--- config.mk ---
export PLATFORM = sky130hd
export DESIGN_NAME = mul_issue_ctrl
export DESIGN_NICKNAME = d
export VERILOG_FILES = /design/src/rtl/mul_ctrl_pkg.sv /design/src/rtl/rr_arbiter.sv /design/src/rtl/mul_issue_ctrl.sv
export SDC_FILE = /design/constraint.sdc
export NUM_CORES = 1
export LEC_CHECK = 0
export ABC_AREA = 1
export ABC_CLOCK_PERIOD_IN_PS = 2200
export CAP_MARGIN = 20
export CORE_MARGIN = 2
export CORE_UTILIZATION = 23
export CTS_CLUSTER_SIZE = 30
export DETAILED_ROUTE_END_ITERATION = 10
export DONT_BUFFER_PORTS = 1
export GPL_ROUTABILITY_DRIVEN = 0
export PLACE_DENSITY = 0.43
export SLEW_MARGIN = 20
export SYNTH_ARGS = -nofsm -noshare
export SYNTH_HDL_FRONTEND = slang
export SYNTH_SLANG_ARGS = --single-unit
--- constraint.sdc ---
create_clock -name clk -period 2.2 [get_ports clk]
set_input_delay 0.44 -clock clk [delete_from_list [all_inputs] [get_ports clk]]
set_output_delay 0.44 -clock clk [all_outputs]
set_load 0.005 [all_outputs]
--- src/rtl/mul_ctrl_pkg.sv ---
`default_nettype none
// ============================================================================
// Module   : mul_ctrl_pkg
// Purpose  : Shared widths, the pipeline tracking entry type and a constant
//            clog2 helper for the multiplier issue/completion controller.
// Revision : 1.0 - initial release
// ============================================================================
package mul_ctrl_pkg;

    localparam int DEF_TAG_W = 4;   // default destination tag width
    localparam int WORD_W    = 32;  // operand / CDB data width
    localparam int PROD_W    = 64;  // full datapath product width

    // The tracking entry carries the tag in a field wide enough for any
    // reasonable TAG_W; the controller narrows it back when writing the buffer.
    localparam int TRK_TAG_W = 16;

    typedef struct packed {
        logic                 valid;
        logic [TRK_TAG_W-1:0] tag;
    } trk_entry_t;

    // Ceiling log2, usable in constant expressions.
    function automatic int clog2(input int value);
        int r;
        r = 0;
        for (int i = 0; i < 31; i++) begin
            if ((1 << i) < value) begin
                r = i + 1;
            end
        end
        return r;
    endfunction

endpackage
`default_nettype wire

--- src/rtl/rr_arbiter.sv ---
`default_nettype none
// ============================================================================
// Module   : rr_arbiter
// Purpose  : Round-robin arbiter with a combinational one-hot grant. The
//            search starts at the pointer and wraps; the pointer advances to
//            one past the winner and holds when nothing is granted.
// Revision : 1.0 - initial release
// ============================================================================
module rr_arbiter
    import mul_ctrl_pkg::*;
#(
    parameter int N = 3
) (
    input  logic         clk,
    input  logic         rst,
    input  logic [N-1:0] req,
    input  logic         en,
    output logic [N-1:0] gnt
);

    localparam int PW = (N > 1) ? clog2(N) : 1;

    logic [PW-1:0] ptr;
    logic [PW-1:0] sel;
    logic [PW-1:0] sel_hi;
    logic [PW-1:0] sel_lo;
    logic          hit_hi;
    logic          hit_lo;

    // Lowest requester at/above the pointer wins; otherwise the lowest overall.
    always_comb begin
        hit_hi = 1'b0;
        hit_lo = 1'b0;
        sel_hi = '0;
        sel_lo = '0;
        for (int i = N - 1; i >= 0; i--) begin
            if (req[i]) begin
                hit_lo = 1'b1;
                sel_lo = PW'(i);
                if (PW'(i) >= ptr) begin
                    hit_hi = 1'b1;
                    sel_hi = PW'(i);
                end
            end
        end
        sel = hit_hi ? sel_hi : sel_lo;
        for (int i = 0; i < N; i++) begin
            gnt[i] = en & hit_lo & (sel == PW'(i));
        end
    end

    // Pointer moves one past the granted station, wrapping at N.
    always_ff @(posedge clk) begin
        if (rst) begin
            ptr <= '0;
        end else if (|gnt) begin
            ptr <= (sel == PW'(N - 1)) ? '0 : sel + 1'b1;
        end
    end

endmodule
`default_nettype wire

--- src/rtl/mul_issue_ctrl.sv ---
`default_nettype none
// ============================================================================
// Module   : mul_issue_ctrl
// Purpose  : Issue/completion controller for the fixed-latency multiplier.
//            Round-robin issue from the reservation stations, tag tracking
//            alongside the datapath, and a result FIFO feeding the CDB.
//            A credit counter (in flight + buffered) guarantees the
//            non-stallable datapath always has a free buffer slot.
//            Optional macro MUL_FLUSH_EN adds a 'flush' input.
// Revision : 1.0 - initial release
// ============================================================================
module mul_issue_ctrl
    import mul_ctrl_pkg::*;
#(
    parameter int NUM_RS    = 3,
    parameter int TAG_W     = DEF_TAG_W,
    parameter int MUL_LAT   = 2,
    parameter int RES_DEPTH = 4
) (
    input  logic                       clk,
    input  logic                       rst,
`ifdef MUL_FLUSH_EN
    input  logic                       flush,
`endif
    input  logic [NUM_RS-1:0]          rs_req,
    output logic [NUM_RS-1:0]          rs_grant,
    input  logic [NUM_RS*TAG_W-1:0]    rs_tag,
    input  logic [NUM_RS*WORD_W-1:0]   rs_opa,
    input  logic [NUM_RS*WORD_W-1:0]   rs_opb,
    output logic                       mul_start,
    output logic [WORD_W-1:0]          mul_a,
    output logic [WORD_W-1:0]          mul_b,
    input  logic [PROD_W-1:0]          mul_prod,
    output logic                       cdb_req,
    input  logic                       cdb_gnt,
    output logic [TAG_W-1:0]           cdb_tag,
    output logic [WORD_W-1:0]          cdb_data,
    output logic                       busy
);

    localparam int AW = clog2(RES_DEPTH);
    localparam int OW = AW + 1;
    localparam int CW = clog2(RES_DEPTH + 1);

    logic                do_flush;
    logic [CW-1:0]       cnt;
    logic [OW-1:0]       occ;
    logic [AW-1:0]       wr_ptr;
    logic [AW-1:0]       rd_ptr;
    logic [TAG_W-1:0]    tag_mem  [RES_DEPTH];
    logic [WORD_W-1:0]   data_mem [RES_DEPTH];
    logic [TAG_W-1:0]    launch_tag;
    trk_entry_t          trk      [MUL_LAT];
    logic                arb_en;
    logic                grant;
    logic                pop;
    logic                wr_en;
    logic                full;
    logic [TAG_W-1:0]    sel_tag;
    logic [WORD_W-1:0]   sel_a;
    logic [WORD_W-1:0]   sel_b;
    logic                unused_prod_hi;
    logic                unused_trk_hi;

`ifdef MUL_FLUSH_EN
    assign do_flush = flush;
`else
    assign do_flush = 1'b0;
`endif

    assign cdb_req  = (occ != '0);
    assign full     = (occ == OW'(RES_DEPTH));
    assign pop      = cdb_req & cdb_gnt & ~do_flush;
    // A pop in the same cycle frees the credit the new grant consumes.
    assign arb_en   = ~rst & ~do_flush & ((cnt < CW'(RES_DEPTH)) | pop);
    assign grant    = |rs_grant;
    assign wr_en    = trk[MUL_LAT-1].valid & ~do_flush;
    assign cdb_tag  = tag_mem[rd_ptr];
    assign cdb_data = data_mem[rd_ptr];
    assign busy     = (cnt != '0);

    // Only the low word of the product is broadcast; spare tag bits are zero.
    assign unused_prod_hi = ^mul_prod[PROD_W-1:WORD_W];
    assign unused_trk_hi  = |(trk[MUL_LAT-1].tag >> TAG_W);

    rr_arbiter #(
        .N   (NUM_RS)
    ) u_arb (
        .clk (clk),
        .rst (rst),
        .req (rs_req),
        .en  (arb_en),
        .gnt (rs_grant)
    );

    // One-hot operand/tag mux driven by the grant.
    always_comb begin
        sel_tag = '0;
        sel_a   = '0;
        sel_b   = '0;
        for (int i = 0; i < NUM_RS; i++) begin
            if (rs_grant[i]) begin
                sel_tag = sel_tag | rs_tag[i*TAG_W +: TAG_W];
                sel_a   = sel_a   | rs_opa[i*WORD_W +: WORD_W];
                sel_b   = sel_b   | rs_opb[i*WORD_W +: WORD_W];
            end
        end
    end

    // Launch registers: operands hold between launches.
    always_ff @(posedge clk) begin
        if (rst) begin
            mul_start  <= 1'b0;
            mul_a      <= '0;
            mul_b      <= '0;
            launch_tag <= '0;
        end else begin
            mul_start <= grant;
            if (grant) begin
                mul_a      <= sel_a;
                mul_b      <= sel_b;
                launch_tag <= sel_tag;
            end
        end
    end

    // Tag tracker: stage MUL_LAT-1 is valid in the cycle the product arrives.
    always_ff @(posedge clk) begin
        if (rst || do_flush) begin
            for (int i = 0; i < MUL_LAT; i++) begin
                trk[i] <= '0;
            end
        end else begin
            trk[0] <= '{valid: mul_start, tag: TRK_TAG_W'(launch_tag)};
            for (int i = 1; i < MUL_LAT; i++) begin
                trk[i] <= trk[i-1];
            end
        end
    end

    // Credit counter: grant and pop in the same cycle cancel out.
    always_ff @(posedge clk) begin
        if (rst || do_flush) begin
            cnt <= '0;
        end else if (grant && !pop) begin
            cnt <= cnt + CW'(1);
        end else if (pop && !grant) begin
            cnt <= cnt - CW'(1);
        end
    end

    // Result FIFO pointers and occupancy.
    always_ff @(posedge clk) begin
        if (rst || do_flush) begin
            wr_ptr <= '0;
            rd_ptr <= '0;
            occ    <= '0;
        end else begin
            if (wr_en) begin
                wr_ptr <= wr_ptr + 1'b1;
            end
            if (pop) begin
                rd_ptr <= rd_ptr + 1'b1;
            end
            if (wr_en && !pop) begin
                occ <= occ + OW'(1);
            end else if (pop && !wr_en) begin
                occ <= occ - OW'(1);
            end
        end
    end

    // Result FIFO storage; contents need no reset.
    always_ff @(posedge clk) begin
        if (wr_en) begin
            tag_mem[wr_ptr]  <= TAG_W'(trk[MUL_LAT-1].tag);
            data_mem[wr_ptr] <= mul_prod[WORD_W-1:0];
        end
    end

    // Credits must make a write into a full, non-draining buffer impossible.
    always_ff @(posedge clk) begin
        if (!rst && wr_en) begin
            assert (!full || pop);
        end
    end

endmodule
`default_nettype wire

Word-level counts from Yosys, hierarchy flattened --
Memories as Yosys holds them, arrays and structs flattened. A register that Yosys moved wholly into a read port is not among the register bits. Index checks and enable logic that the tools add are counted.
Operators by class: eq/ne operators 2, $lt $le $gt $ge 4, bitwise logic cells 16, mux-type cells 44, reduce and logical (&&, ||, !) cells 13, add/sub/neg operators 7
Operator list (number):
- $mux 32 | 6
- $or 32x32->32 | 4
- $mux 17 | 2
- $mux 2 | 15
- $mux 1 | 14
- $mux 3 | 4
- $mux 4 | 3
- $or 4x4->4 | 2
- $add 2x1->2 const B | 3
- $add 3x1->3 const B | 2
- $and 1x1->1 | 6
- $reduce_bool 3->1 | 2
- $sub 3x1->3 const B | 2
- $ge 1x2->1 const A | 2
- $logic_and 1x1->1 | 4
- $reduce_bool 2->1 | 2
- $logic_not 1->1 | 3
- $lt 3x3->1 const B | 1
- $or 1x1->1 | 3
- $reduce_or 3->1 | 1
- $eq 2x1->1 const B | 1
- $eq 2x2->1 const B | 1
- $ge 2x2->1 const A | 1
- $logic_not 2->1 | 1
- $not 1->1 | 1
Word-level totals: memory bits (writable) 178, input port bits 274, word-level logic and storage cells 98, register bits after elaboration 81, memories kept 3, output and inout port bits 106
Memory list:
- data_mem | depth 4, bits a word 32, read ports 1, clocked after Yosys merged registers in 1, write ports 1, line mul_issue_ctrl.sv:51 | logic [WORD_W-1:0] data_mem [RES_DEPTH];
- trk | depth 2, bits a word 17, read ports 2, clocked after Yosys merged registers in 0, write ports 2, line mul_issue_ctrl.sv:53 | trk_entry_t trk [MUL_LAT];
- tag_mem | depth 4, bits a word 4, read ports 1, clocked after Yosys merged registers in 1, write ports 1, line mul_issue_ctrl.sv:50 | logic [TAG_W-1:0] tag_mem [RES_DEPTH];

Depth between registers and ports, before layout --
Gate-level depths: netlist (run 1).
word-level depth 15, gate-level depth with buffers 14, gate-level depth less buffers 12

Cells and area by module --
Synthesis (run 1) repeated with hierarchy kept, for this count alone.
Unflattened totals: cells, all modules 1092, area, all modules 10065.9 um2
Modules (own cells, without submodules):
- mul_issue_ctrl | sequential area each 6145.9 um2, instances 1, area each 9882.0 um2, cells an instance 1059
- rr_arbiter | sequential area each 40.0 um2, instances 1, area each 183.9 um2, cells an instance 33

Least setup slack after synthesis (run 1) --
No wires, ideal clock.
path kind input to register, start point input rst, end point register cnt[2], path slack -0.019 ns, arrival time 2.149 ns, buffers on the path 3, library setup time 0.070 ns, stages 14, required time 2.130 ns, cell sequence clkbuf_1 -> inv_2 -> nand2_2 -> a21oi_4 -> buf_4 -> buf_4 -> ha_1 -> inv_1 -> fa_1 -> nor2_1 -> nor2_1 -> nand2_1 -> o21ai_0 -> a21oi_1
Between the ends: word-level cells in the longest chain between the ends 8, elaborated cells between the ends (all ways) 12, classes of those cells mux (1); bitwise (6); reduce/logical (5)
RTL lines:
- from (decl) | line mul_issue_ctrl.sv:21 | input logic rst,
- $not 1->1 (*) | line mul_issue_ctrl.sv:75 | assign arb_en = ~rst & ~do_flush & ((cnt < CW'(RES_DEPTH)) | pop);
- $and 1x1->1 (*) | line mul_issue_ctrl.sv:75
- $and 1x1->1 (*) | line rr_arbiter.sv:48 | gnt[i] = en & hit_lo & (sel == PW'(i));
- $and 1x1->1 | line rr_arbiter.sv:48
- $reduce_or 3->1 (*) | line mul_issue_ctrl.sv:76 | assign grant = |rs_grant;
- named net grant | line mul_issue_ctrl.sv:55 | logic grant;
- $logic_not 1->1 | line mul_issue_ctrl.sv:147 | end else if (pop && !grant) begin
- $logic_and 1x1->1 | line mul_issue_ctrl.sv:147
- $reduce_bool 2->1 (no line)
- to (signal assigned) | line mul_issue_ctrl.sv:146 | cnt <= cnt + CW'(1);
- to (signal assigned) | line mul_issue_ctrl.sv:148 | cnt <= cnt - CW'(1);
- to (decl) | line mul_issue_ctrl.sv:46 | logic [CW-1:0] cnt;
Mark *: on every way through the listed nets, which the timed path passes. The rest lies on a longest branch. A chain may end at the register's enable or synchronous reset.

Worst setup path after layout (run 1) --
start point register occ[1], end point output rs_grant[1]
Between the ends: word-level cells in the longest chain between the ends 6
RTL lines:
- from (decl) | line mul_issue_ctrl.sv:47 | logic [OW-1:0] occ;
- from (signal assigned) | line mul_issue_ctrl.sv:166 | occ <= occ + OW'(1);
- from (signal assigned) | line mul_issue_ctrl.sv:168 | occ <= occ - OW'(1);
- $reduce_bool 3->1 | line mul_issue_ctrl.sv:71 | assign cdb_req = (occ != '0);
- named net cdb_req | line mul_issue_ctrl.sv:34 | output logic cdb_req,
- $and 1x1->1 | line mul_issue_ctrl.sv:73 | assign pop = cdb_req & cdb_gnt & ~do_flush;
- $or 1x1->1 | line mul_issue_ctrl.sv:75
- $and 1x1->1 | line mul_issue_ctrl.sv:75
- $and 1x1->1 (2 in a row) | line rr_arbiter.sv:48
- to (decl) | line mul_issue_ctrl.sv:26 | output logic [NUM_RS-1:0] rs_grant,
The timed path passes the listed nets, and every way through them passes these cells.

==> impl_metrics.toml, run 1 <==
[finish]
final_util = 0.287
final_nets = 1471
layout-drive-gt1-share = 0.0962
syn_to_final_growth_pct = 22.9
final_cell_count_no_fill = 1802

[place]
dpl.hpwl_microns = 21100
dp_slack_ns = 0.204
portBuffers = 0
place_inst = 1701

[clocking]
clockBufferDepth = 3
numCtsBuffers = 28
clkLatencyLatePin_ns = 0.56
cts.root.buffer_cell = "clkbuf_16"
cts_tree = "built"
cts_max_level = 1
cts.reportedPaths.clkPinSlew_ns = 0.06
clock-sinks = 237

[synth]
yosys_register_bits = 237
syn_area_per_cell_sq_um = 8.93
yosysUniqueCellTypes = 23
ys_warn_count = 0
syn-cell-area_sq_um = 10300
synth-seq-area-share = 0.598
syn_inst = 1158
postSynthNetCount = 1440

[detailed_routing]
drt_iter0_markers = 374
first_pass_iters = 5
wirelength_microns = 34200
vias = 8212
avgRoutedWirePerCell_microns = 19.0
drt-vias-per-instance = 4.56
drc = 0
drtAntennaViolNets = 0

[floorplanning]
dieArea_sq_um = 46700
dieWidth_microns = 216
die_h_microns = 216
rows = 77
io_pins = 380
core-area_sq_um = 44300
start_util = 0.233

[timing]
clock.fmax_mhz = 474
fin_crit_sh = 0.959
max_slew_margin = 0.550
setup_viol = 0
drv_slew = 0
finClkSkew_ns = 0.00720
rsz0062_at_grt = "true"
setup_slack_ns = 0.0903
hold_viol = 0
period_minus_slack_ns = 2.11
worst_pin_slew_ns = 0.672

[hold_path]
hp-class = "primary input to flop"
hold_path_depth = 3

[power_and_ir_drop]
power_density_nw_per_um2 = 1070
p_int_uw = 9140
p_leak_uw = 0.00486
power_uw = 13600
swShare = 0.326
power_switching_uw = 4430
clkPwrFrac = 0.338
p_comb_frac = 0.261
peakVddDrop_mv = 0.606
seqPwrFrac = 0.401

[global_route]
grt_pass1_wl_microns = 49800
grt_max_degree = 79
grt_pass1_vias = 8079
gr-usage-all-layers = 0.140
grt_overflow = 0
antenna_found_initial = 4

[critical_path]
worst_ep_required_time_ns = 1.76
critPathMaxStageDelay_ns = 0.35
crit_path_top_delay_cell = "dfxtp_2"
crit_fanout = 6
worstSetupEndpointType = "primary output"
arrival_ns = 1.67
r2r_cells = 13
crit_family = "flip-flops"
worst-path-stages = 7
path_class = "flop to primary output"
worst-path-buf-inv = 3
worstPathCellList = "inv_2 > nand3_4 > nand2_4 > a21oi_4 > buf_12 > nand2_2 > inv_1"
start_kind = "flop"

[status]
status = "completed"

[run]
cap_viol_max_count = 0
final timing paths:
path | startpoint | endpoint | slack, ns
worst max-delay path | occ[1] | rs_grant[1] | 0.09
worst min-delay path | rst | mul_b[5] | 0.06
worst max register to register | occ[1] | cnt[2] | 0.20
worst min register to register | trk[0][16] | trk[0][33] | 0.41
cells in the final DEF (no fill, tap or decap), types with 7 or more instances in the layout:
master	count
buf_12	13
nor2_1	224
nand3_1	71
dlygate4sd3_1	33
buf_4	19
nor3_1	40
clkinv_2	7
o22ai_1	28
nand2_1	143
inv_1	96
o22ai_2	8
clkbuf_16	31
edfxtp_1	144
a21oi_1	85
o21ai_0	119
dfxtp_1	89
area by class of cell:
class                      count  area, sq um
inverter                     106          398
clock buffer                  34          744
timing repair buffer          77         1000
clock inverter                13          144
antenna                        4         10.0
sequential                   237         6190
tap                          592          741
fill                        4721        31600
multi-input combinational    739         3480
synthesized netlist by cell type (all sizes together):
| cell type | number | area (sq um) |
|---|---|---|
| o22ai | 36 | 225 |
| nor2 | 227 | 855 |
| nand2 | 150 | 571 |
| a21oi | 86 | 442 |
| clkbuf | 35 | 131 |
| edfxtp | 144 | 4320 |
| clkinv | 1 | 3.75 |
| nor3 | 40 | 200 |
| o21ai | 120 | 601 |
| ha | 6 | 75.1 |
| inv | 105 | 394 |
| nand3 | 72 | 365 |
| fa | 2 | 40.0 |
| dfxtp | 93 | 1860 |
| buf | 41 | 253 |
sequential cells by signal (all words and copies together) (netlist names), named ones only:
name / cells
mul_start: 1
cnt: 3
trk: 10
u_arb.ptr: 2
occ: 3
launch_tag: 4
rd_ptr: 2
mul_a: 32
wr_ptr: 2
mul_b: 32
data_mem: 128
tag_mem: 16
routing by layer:
layer  vias to the layer above  global-route usage  wire (microns)
met5                         -                   0               0
met4                         0              0.0785            1520
met3                        74              0.0416            2900
met2                       353               0.225           15800
met1                      3854               0.168           14000
li1                       3931                   -               -
repair_timing:
action | CTS | global route
hold buffers | 33 | 0
hold endpoints to repair | 140 | 0
setup endpoints to repair | 9 | 13
gates resized for setup | 18 | 11
pin swaps | 5 | 4
buffers inserted | 6 | 4
cloned | 5 | 2
power by group through the flow:
| stage | sequential, uW | combinational, uW | clock [uW] |
|---|---|---|---|
| 6_report | 5440 | 3540 | 4580 |
| 2_1_floorplan | 5390 | 2220 | 0 |
| 4_1_cts | 5440 | 3440 | 4750 |
| 5_1_grt | 5490 | 3970 | 4910 |
| 3_3_place_gp | 5530 | 3010 | 0 |
| 3_5_place_dp | 5520 | 3040 | 0 |
worst min-delay path, stage by stage:
cell     delay, ns
nor2_1        0.04
nand2_1       0.05
inv_1         0.03
metrics by stage:
step / TNS, ns / instance area [sq um] / hold WS, ns
after CTS: -0.00292 / 12600 / 0.00610
after global placement: 0 / 11100 / 0.397
final: 0 / 12700 / 0.0611
after floorplan: 0 / 10300 / 0.388
after global routing: -0.0310 / 12700 / 0.0319
after detailed placement: 0 / 11100 / 0.396
cell families after synthesis:
family	after synthesis	share of synthesized area
AND/OR/NAND/NOR	489	0.192
AO/OA/AOI/OAI	242	0.123
flip-flops	237	0.598
buffers and inverters	182	0.0756
adder cells (fa/ha/maj)	8	0.0111
Note: power is estimated with default switching activity, not from simulation.
==> run 2, diff against run 1 <==
--- a/config.mk
+++ b/config.mk
@@ -15,6 +15,7 @@
 export DONT_BUFFER_PORTS = 1
 export GPL_ROUTABILITY_DRIVEN = 0
 export PLACE_DENSITY = 0.43
+export SETUP_SLACK_MARGIN = 0.4
 export SLEW_MARGIN = 20
 export SYNTH_ARGS = -nofsm -noshare
 export SYNTH_HDL_FRONTEND = slang
==> run 2 against run 1 <==
Compared with the run above: via count increased by 3.4%; die area unchanged; utilization increased by 3.2 points; critical path type unchanged; non-clock buffer count increased by 42; register-to-register slack about the same; setup slack improved by 0.040 ns; final area increased by 11%; total power increased by 15%; clock power increased by 12%; clock skew increased by 0.017 ns; largest cell class unchanged; global-route usage increased by 0.55 points; critical path depth increased by 1.
==> impl_metrics.toml, run 2 (synthesized netlist as in run 1, its figures left out) <==
[clocking]
numCtsBuffers = 30
clkLatencyLatePin_ns = 0.57
cts_tree = "built"
clockBufferDepth = 3
clock-sinks = 237
cts.reportedPaths.clkPinSlew_ns = 0.06
cts.root.buffer_cell = "clkbuf_16"
cts_max_level = 1

[critical_path]
r2r_start = "occ[0]"
r2r_cells = 15
worstSetupEndpointType = "primary output"
start_kind = "flop"
crit_end = "rs_grant[1]"
crit_fanout = 5
crit_start = "occ[0]"
r2r_slack_ns = 0.20
path_class = "flop to primary output"
worst_ep_required_time_ns = 1.76
rr_endpoint = "cnt[2]"
arrival_ns = 1.63

[detailed_routing]
first_pass_iters = 5
drt-vias-per-instance = 4.59
avgRoutedWirePerCell_microns = 19.8
drtAntennaViolNets = 0
drt_iter0_markers = 428
vias = 8493
wirelength_microns = 36700
drc = 0

[timing]
hold_viol = 0
fin_tns_setup_ns = 0
finClkSkew_ns = 0.0244
drv_slew = 0
clock.fmax_mhz = 483
period_minus_slack_ns = 2.07
max_slew_margin = 0.554
hold_ws_ns = 0.0715
fin_crit_sh = 0.941
setup_viol = 0
worst_pin_slew_ns = 0.667
rsz0062_at_grt = "true"

[place]
dpl.hpwl_microns = 21200
portBuffers = 0

[finish]
mostFrequentLayoutCells = "201 x nor2_1, 144 x edfxtp_1, 137 x nand2_1"
registers.top_by_ff_count = "data_mem"
syn_to_final_growth_pct = 36.7
reg_top3 = "data_mem: 128 flops, mul_a: 32 flops, mul_b: 32 flops"
final_common_cell = "nor2_1"
final_nets = 1515
layout-drive-gt1-share = 0.208
largest_reg_flops = 128

[floorplanning]
rows = 77
core-area_sq_um = 44300
dieArea_sq_um = 46700
start_util = 0.233
die_h_microns = 216
io_pins = 380
dieWidth_microns = 216

[global_route]
antenna_found_initial = 0
grt_max_degree = 68
grt_pass1_wl_microns = 51800
grt_pass1_vias = 8385
grt_overflow = 0
gr-usage-all-layers = 0.146

[power_and_ir_drop]
peakVddDrop_mv = 0.642
p_leak_uw = 0.00543
power_density_nw_per_um2 = 1100
power_uw = 15600

[hold_path]
hp-class = "primary input to flop"

[run]
cap_viol_max_count = 0

[status]
status = "completed"
## run 2: how the worst min path moves through the flow
stage,endpoint,start,cells after the start,slack [ns]
after floorplan,trk[0][17],trk[0][0],2,0.39
after CTS,mul_b[5],rst,3,0.02
final,mul_start,cdb_gnt,2,0.07
after global routing,launch_tag[3],rst,3,0.04
after global placement,trk[0][33],trk[0][16],2,0.39
after detailed placement,trk[0][33],trk[0][16],2,0.39
## run 2: timing repair
item / 4_1_cts / 5_1_grt
gates resized for setup: 111 / 126
endpoints found under the hold margin: 139 / 0
pin swaps: 33 / 49
hold buffers: 34 / 0
setup endpoints to repair: 96 / 111
buffers inserted: 28 / 10
gates cloned: 13 / 9
## run 2: layout make-up
class | instances | area, sq um
fillers | 4587 | 30200
flip-flops and latches | 237 | 6200
multi-input cells | 739 | 3950
repair buffers | 119 | 1770
clock buffers | 44 | 873
well taps | 592 | 741
inverters | 106 | 419
clock inverters | 12 | 180
diodes | 1 | 2.50
## run 2: power breakdown
group          total, uW  internal [uW]  switching, uW
registers           5450           5130            329
logic               4970           2220           2750
clock network       5140           3210           1930
## run 2: through the flow
stage	cells	util	area [sq um]	setup WS [ns]
floorplan	1158	-	10400	0.118
global placement	1699	0.250	11100	0.162
detailed placement	1699	0.250	11100	0.166
CTS	1830	0.304	13500	0.0973
global route	1849	0.319	14100	0.0404
finish	1850	0.319	14100	0.130
## run 2: worst max-delay path, stage by stage, from the launching register on
cell     delay [ns]
dfxtp_2        0.33
inv_2          0.05
nand3_4        0.12
nand2_8        0.08
a21oi_4        0.14
buf_4          0.15
buf_12         0.11
nand2_8        0.05
inv_6          0.06
## run 2: layer usage
metal,global-route usage,share of wire
met1,0.172,0.40
met5,0,0
met3,0.0326,0.065
met2,0.262,0.50
met4,0.0436,0.033
==> run 3, diff against run 2 <==
--- a/config.mk
+++ b/config.mk
@@ -15,6 +15,7 @@
 export DONT_BUFFER_PORTS = 1
 export GPL_ROUTABILITY_DRIVEN = 0
 export PLACE_DENSITY = 0.43
+export REMOVE_ABC_BUFFERS = 1
 export SETUP_SLACK_MARGIN = 0.4
 export SLEW_MARGIN = 20
 export SYNTH_ARGS = -nofsm -noshare
==> run 3 against run 2 <==
Compared with the run above: clock power shrank 12%; register-to-register slack gained 0.09 ns; largest power group unchanged; critical path type unchanged; combinational power shrank 7.8%; critical path depth shrank 3; final area shrank 3.8%; highest routed layer unchanged; maximum frequency shrank 1.6%.
==> impl_metrics.toml, run 3 (synthesized netlist as in run 1, its figures left out) <==
[timing]
clock.fmax_mhz = 476
drv_slew = 0
max_slew_margin = 0.414
worst_pin_slew_ns = 0.875
finClkSkew_ns = 0.0172
fin_crit_sh = 0.956
hold_viol = 0
rsz0062_at_grt = "true"
hold_ws_ns = 0.0420
period_minus_slack_ns = 2.10
setup_viol = 0
fin_tns_setup_ns = 0

[critical_path]
crit_path_top_delay_cell = "dfxtp_4"
r2r_start = "occ[1]"
crit_family = "buffers and inverters"
worst_ep_required_time_ns = 1.76
arrival_ns = 1.66
worst-path-buf-inv = 3
worstSetupEndpointType = "primary output"
critPathMostFrequentCell = "buf_12"
path_class = "flop to primary output"
r2r_cells = 14
crit_fanout = 9
critPathMaxStageDelay_ns = 0.38
rr_endpoint = "cnt[2]"
start_kind = "flop"
r2r_slack_ns = 0.29
worstPathCellList = "buf_12 > inv_12 > buf_12 > nor2_1 > o22ai_2"

[floorplanning]
core-area_sq_um = 44300
dieWidth_microns = 216
die_h_microns = 216
rows = 77
io_pins = 380
dieArea_sq_um = 46700
start_util = 0.233

[finish]
reg_top3 = "data_mem: 128 flops, mul_a: 32 flops, mul_b: 32 flops"
registers.top_by_ff_count = "data_mem"
final_util = 0.307
final_common_cell = "nor2_1"
final_area_sq_um = 13600
final_nets = 1497
mostFrequentLayoutCells = "214 x nor2_1, 144 x edfxtp_1, 141 x nand2_1"
syn_to_final_growth_pct = 31.5
largest_reg_flops = 128
layout-drive-gt1-share = 0.181

[place]
dpl.hpwl_microns = 20100
portBuffers = 0
place_area_sq_um = 11100

[hold_path]
hold_path_depth = 3
hp-class = "primary input to flop"
hold_path_end = "mul_b[27]"
min-delay-start = "rst"

[clocking]
numCtsBuffers = 28
cts.root.buffer_cell = "clkbuf_16"
clkLatencyLatePin_ns = 0.57
cts_tree = "built"
clock-sinks = 237
cts.reportedPaths.clkPinSlew_ns = 0.06
clockBufferDepth = 3
cts_max_level = 1

[detailed_routing]
drtAntennaViolNets = 0
drc = 0
first_pass_iters = 4
vias = 8328
wirelength_microns = 35600
avgRoutedWirePerCell_microns = 19.4
drt-vias-per-instance = 4.55
drt_iter0_markers = 302

[power_and_ir_drop]
power_uw = 14600
peakVddDrop_mv = 0.581
power_density_nw_per_um2 = 1070
p_leak_uw = 0.00520

[global_route]
gr-usage-all-layers = 0.143
grt_pass1_wl_microns = 50600
antenna_found_initial = 2
grt_pass1_vias = 8291
grt_overflow = 0
grt_max_degree = 69

[status]
status = "completed"

[run]
cap_viol_max_count = 0
==> run 3: changes by cell type in the layout (fill, tap and decap cells not counted), sizes merged <==
cell and change:
buf -12, bufbuf -1, bufinv -2, clkbuf -7, clkinv -2, clkinvlp -1, diode +1, inv +4
==> run 3: area by class of cell <==
cell class                 count  area [sq um]
clock buffer                  40           766
sequential                   237          6200
timing repair buffer         103          1490
inverter                     106           418
multi-input combinational    739          3860
clock inverter                11           126
antenna                        2          5.00
tap                          592           741
fill                        4668         30700
==> run 3: repair_timing <==
action | CTS | global route
buffers inserted | 20 | 9
endpoints found under the setup margin | 68 | 108
hold buffers | 34 | 0
hold endpoints to repair | 146 | 0
pin swaps | 20 | 29
gates cloned | 10 | 6
gates resized for setup | 98 | 114
==> run 3: report_power, final <==
group | leakage [uW] | total [uW] | internal [uW] | switching [uW]
registers | 0.00207 | 5450 | 5130 | 320
logic | 0.00270 | 4580 | 1970 | 2620
clock network | 0.000427 | 4520 | 2650 | 1870
total | 0.00520 | 14600 | 9740 | 4810
==> run 3: worst max-delay path by stage <==
stage / to / slack, ns / cells past startpoint
after floorplan: cdb_data[0] / -1.48 / 3
after global placement: cnt[2] / 0.25 / 12
after detailed placement: cnt[2] / 0.23 / 12
after CTS: cdb_data[22] / 0.07 / 3
after global routing: cdb_data[9] / 0.04 / 4
final: cdb_data[23] / 0.1 / 5
==> run 3: metrics by stage <==
step / instances / setup WS [ns]
after floorplan: 1082 / -1.48
after global placement: 1698 / 0.251
after detailed placement: 1698 / 0.229
after CTS: 1813 / 0.0674
after global routing: 1830 / 0.0360
final: 1830 / 0.0977
==> run 3: worst register-to-register path: stages (launching register included) <==
cell and delay [ns]:
dfxtp_2 0.33, inv_2 0.05, nand3_4 0.09, nand2_4 0.09, a21oi_4 0.19, buf_6 0.13, buf_6 0.09, ha_4 0.11
inv_2 0.04, fa_2 0.34, nor2_2 0.11, nor2_1 0.04, nand2_1 0.07, o21ai_1 0.06, a21oi_1 0.12
==> run 3: layer usage <==
| metal | track usage | wire [microns] |
|---|---|---|
| met1 | 0.165 | 14300 |
| met2 | 0.248 | 17500 |
| met3 | 0.0441 | 2620 |
| met4 | 0.0493 | 1200 |
| met5 | 0 | 0 |
